[src/rtl/vector_demux.sv]
// vector_demux: routes one 4-lane x 32-bit vector per cycle into one of two
// single-entry holding banks, selected by control. Each bank drains through
// its own valid/ready pair and keeps an 8-bit count of delivered vectors.
// Lane contents are opaque (IEEE-754 singles passed through untouched).
module vector_demux (
  input  logic        clk,
  input  logic        rst,
  input  logic [31:0] vin1,
  input  logic [31:0] vin2,
  input  logic [31:0] vin3,
  input  logic [31:0] vin4,
  input  logic        in_valid,
  input  logic        control,
  output logic        in_ready,
  output logic [31:0] vout11,
  output logic [31:0] vout12,
  output logic [31:0] vout13,
  output logic [31:0] vout14,
  output logic [31:0] vout21,
  output logic [31:0] vout22,
  output logic [31:0] vout23,
  output logic [31:0] vout24,
  output logic        valid1,
  output logic        valid2,
  input  logic        ready1,
  input  logic        ready2,
  output logic [7:0]  cnt1,
  output logic [7:0]  cnt2
);

  logic accept;
  logic load1;
  logic load2;
  logic deliver1;
  logic deliver2;

  // Source handshake: the selected bank can take a vector if it is empty or
  // is being drained this same cycle, which gives one vector per cycle.
  always_comb begin
    in_ready = 1'b0;
    if (control) begin
      in_ready = !valid2 || ready2;
    end else begin
      in_ready = !valid1 || ready1;
    end
    accept   = in_valid && in_ready;
    load1    = accept && !control;
    load2    = accept && control;
    deliver1 = valid1 && ready1;
    deliver2 = valid2 && ready2;
  end

  // Bank 1 holding register: load wins over drain, data kept after drain.
  always_ff @(posedge clk or posedge rst) begin
    if (rst) begin
      vout11 <= 32'd0;
      vout12 <= 32'd0;
      vout13 <= 32'd0;
      vout14 <= 32'd0;
      valid1 <= 1'b0;
    end else if (load1) begin
      vout11 <= vin1;
      vout12 <= vin2;
      vout13 <= vin3;
      vout14 <= vin4;
      valid1 <= 1'b1;
    end else if (deliver1) begin
      valid1 <= 1'b0;
    end
  end

  // Bank 2 holding register: same behaviour as bank 1.
  always_ff @(posedge clk or posedge rst) begin
    if (rst) begin
      vout21 <= 32'd0;
      vout22 <= 32'd0;
      vout23 <= 32'd0;
      vout24 <= 32'd0;
      valid2 <= 1'b0;
    end else if (load2) begin
      vout21 <= vin1;
      vout22 <= vin2;
      vout23 <= vin3;
      vout24 <= vin4;
      valid2 <= 1'b1;
    end else if (deliver2) begin
      valid2 <= 1'b0;
    end
  end

  // Delivered-vector counters; free-running 8-bit wrap is intended.
  always_ff @(posedge clk or posedge rst) begin
    if (rst) begin
      cnt1 <= 8'd0;
      cnt2 <= 8'd0;
    end else begin
      if (deliver1) cnt1 <= cnt1 + 8'd1;
      if (deliver2) cnt2 <= cnt2 + 8'd1;
    end
  end

endmodule

[config.mk]
export PLATFORM = sky130hd
export DESIGN_NAME = vector_demux
export DESIGN_NICKNAME = d
export VERILOG_FILES = /design/src/rtl/vector_demux.sv
export SDC_FILE = /design/constraint.sdc
export NUM_CORES = 1
export LEC_CHECK = 0
export BUFFER_PORTS_ARGS = -buffer_cell sky130_fd_sc_hd__buf_2
export CORE_AREA = 2 2 159 161
export CTS_CLUSTER_DIAMETER = 60
export DETAILED_ROUTE_END_ITERATION = 10
export DIE_AREA = 0 0 161 163
export GPL_TIMING_DRIVEN = 1
export PLACE_DENSITY = 0.73
export SLEW_MARGIN = 20
export SYNTH_ARGS = -nofsm -noshare
export SYNTH_HDL_FRONTEND = slang
export SYNTH_SLANG_ARGS = --single-unit
export TNS_END_PERCENT = 5
[constraint.sdc]
create_clock -name clk -period 14.35 [get_ports clk]
set_input_delay 0.7175 -clock clk [delete_from_list [all_inputs] [get_ports clk]]
set_output_delay 0.7175 -clock clk [all_outputs]
set_load 0.02 [all_outputs]
==> impl_metrics.json <==
{
  "drive_gt1_share_pct": 69.0,
  "cp_common_cell": "buf_4",
  "clkLatencyLatePin_ns": 0.53,
  "worst_pin_slew_ns": 0.951,
  "floorplan.initialDensity_pct": 43.6,
  "antenna_found_initial": 4,
  "r2r_cells": 5,
  "crit_buf_inv": 2,
  "reg2reg_from": "valid1",
  "skew_ns": 0.00828,
  "end_kind": "flop",
  "holdBufCountCts": 0,
  "vdd_drop_max_mv": 0.121,
  "p_sw_mw": 0.731,
  "power_leakage_nw": 6.78,
  "cp_data_required_time_ns": 14.76,
  "wl_um": 26000,
  "seq_power_share_pct": 43.9,
  "synth_top_area_share_pct": 63.7,
  "cp-start-kind": "flop",
  "ios": 409,
  "grt_pass1_vias": 6921,
  "grt_busiest_layer": "met2",
  "drt_iter0_drc": 302,
  "clkPwrFrac_pct": 29.4,
  "postCtsSetupBuffers": 0,
  "hpwl_um": 18700,
  "syn_avg_cell_area_um2": 17.7,
  "drtAntennaViolNets": 0,
  "synth_top_family_by_area": "multiplexers",
  "fin_util_pct": 55.8,
  "use_met3_pct": 6.21,
  "met1_usage_pct": 24.2,
  "slew_violations": 0,
  "cp_data_arrival_time_ns": 3.04,
  "grt_overflow": 0,
  "yosys_warnings": 0,
  "relSlewSlack_pct": 36.6,
  "die_width_um": 161,
  "path_cells": "nand2b_4, and3b_4, buf_4, buf_4, mux2_4",
  "gr-usage-all-layers_pct": 19.2,
  "synthAdderAreaFrac_pct": 0.232,
  "hp-class": "primary input to async pin",
  "rsz0062_at_grt": "false",
  "yosysSeqAreaShare_pct": 63.7,
  "crit_type": "flop to flop",
  "root_buffer": "clkbuf_16",
  "core-area_um2": 24700,
  "syn_inst": 608,
  "p_comb_share_pct": 26.8,
  "dr_total_vias": 6698,
  "die_h_um": 163,
  "yosys.area_share.simple_pct": 1.71,
  "netlist_area_um2": 10800,
  "synth-compound-area-share_pct": 0,
  "fin_setup_tns_ns": 0,
  "reg2reg_to": "vout13[26]",
  "ys_top_cells_by_area": "dfrtp_1, mux2_2, mux2_4, buf_6, buf_12",
  "timing.final.crit_share_pct": 18.3,
  "drv_cap": 0,
  "yosysUniqueCellTypes": 22,
  "grtUsageMet2_pct": 32.3,
  "wire_per_inst_um": 19.0,
  "htree_num_levels": 1,
  "crit_path_max_fanout": 51,
  "synth_fp_nets": 744,
  "cts.sinks": 274,
  "setup_viol": 0,
  "hold_violations": 0,
  "drtPass1Iterations": 4,
  "drc_errors": 0,
  "min_period_ns": 2.63,
  "gp_congestion": 0.779,
  "cts_buffers": 29,
  "cts_tree": "built",
  "max_stage_delay_ns": 0.71,
  "nets": 1161,
  "synth_xor_area_share_pct": 1.14,
  "clk_pin_slew_worst_paths_ns": 0.06,
  "synth.area.mux_share_pct": 29.8,
  "r2r_setup_slack_ns": 11.72,
  "synth_largest_area_cell": "dfrtp_1",
  "internal_power_mw": 1.56,
  "grt_max_degree": 127,
  "cts_buffer_depth": 3,
  "clock.fmax_mhz": 381,
  "status": "finished clean",
  "powerDensity_nw_per_um2": 166,
  "slowest_stage": "buf_4",
  "crit_family": "buffers and inverters",
  "grt_pass1_wl_um": 39700,
  "ys_ff_latch": 274,
  "io_buffers": 408,
  "die_area_um2": 26200,
  "swShare_pct": 31.9,
  "rows": 58,
  "viasPerCell": 4.89,
  "cts_resized": 0,
  "syn2layout_area_growth_pct": 27.8
}
-- flip-flops by register name, indices dropped and copies added, names as in the netlist --
name    flops
vout11     32
vout12     32
vout13     32
vout14     32
vout21     32
vout22     32
vout23     32
vout24     32
cnt1        8
cnt2        8
valid1      1
valid2      1
-- cell usage in the layout (no fill, tap or decap) --
cell type and n:
mux2_4 79, nand2_1 12, clkinv_4 2, nand3_1 2
and3_1 2, buf_4 6, clkbuf_8 2, nand3b_1 1
ha_1 2, and3b_4 1, nor3_1 2, inv_8 1
clkbuf_16 29, diode_2 1, and4_1 2, nand3_4 1
and3_4 1, buf_2 408, clkinv_2 3, xor2_1 4
dfrtp_1 274, nand2b_4 2, nor2_1 2, mux2_2 180
clkbuf_1 7, xnor2_1 10, inv_6 2, clkinvlp_4 1
nand4_1 2
-- power groups by stage --
stage | Combinational (mW) | Sequential (mW) | Clock (mW)
after floorplan | 0.208 | 1.20 | 0
after global placement | 0.609 | 1.01 | 0
after detailed placement | 0.620 | 1.02 | 0
after CTS | 0.620 | 1.01 | 0.692
after global routing | 0.649 | 1.02 | 0.726
final | 0.613 | 1.00 | 0.673
-- worst max-delay path by stage --
stage,start,end,slack (ns),cells past startpoint
global placement,ready1,vout12[1],11.29,6
floorplan,rst,cnt1[0],6.08,1
CTS,valid1,vout13[3],11.69,5
global route,valid1,vout14[21],11.58,5
detailed placement,ready1,vout13[26],11.26,6
finish,valid1,vout13[26],11.72,5
-- layer usage --
| layer | up-vias | part of all wire, % |
|---|---|---|
| li1 | 2981 | - |
| met1 | 3380 | 40 |
| met2 | 298 | 49 |
| met3 | 33 | 9.4 |
| met4 | 6 | 1.7 |
| met5 | - | 0.14 |
-- kinds of logic (layout without fill, tap and decap cells) --
kind of cell	Yosys count	count (layout)
flops	274	274
mux	259	259
simple gates	30	30
buf+inv	29	461
xor+xnor	14	14
fa+ha+maj	2	2
other cells	0	1
-- cells in the mapped netlist --
| master | number |
|---|---|
| dfrtp_1 | 274 |
| mux2_2 | 180 |
| mux2_4 | 79 |
| buf_6 | 16 |
| nand2_1 | 12 |
| xnor2_1 | 10 |
| buf_12 | 8 |
| buf_2 | 4 |
| xor2_1 | 4 |
| and3_1 | 2 |
| and4_1 | 2 |
| ha_1 | 2 |
| nand2b_4 | 2 |
| nand3_1 | 2 |
| nand4_1 | 2 |
| nor2_1 | 2 |
| nor3_1 | 2 |
| and3_4 | 1 |
| and3b_4 | 1 |
| inv_1 | 1 |
| nand3_2 | 1 |
| nand3b_1 | 1 |
-- per-stage QoR --
stage	area, um2	setup slack, ns	total power, mW	instances	hold WS, ns
floorplan	10800	6.08	1.40	608	0.582
global placement	12900	11.29	1.62	1324	0.456
detailed placement	12900	11.26	1.64	1324	0.479
CTS	13800	11.69	2.32	1370	0.387
global route	13800	11.58	2.40	1371	0.399
finish	13800	11.72	2.29	1371	0.365
-- worst register-to-register path, cell delays in order (launching register included) --
cell and delay, ns:
dfrtp_1 0.43, nand2b_4 0.11, and3b_4 0.19, buf_4 0.71, buf_4 0.68, mux2_4 0.39
-- area by class of cell --
class / count / area, um2
Clock buffer: 38 / 779
Tap cell: 330 / 413
Inverter: 1 / 11.3
Timing Repair Buffer: 414 / 2090
Clock inverter: 8 / 57.6
Antenna cell: 1 / 2.50
Multi-Input combinational cell: 305 / 3550
Sequential cell: 274 / 6860
Fill cell: 2036 / 10900
No activity file was read; power rests on OpenSTA's default activity.
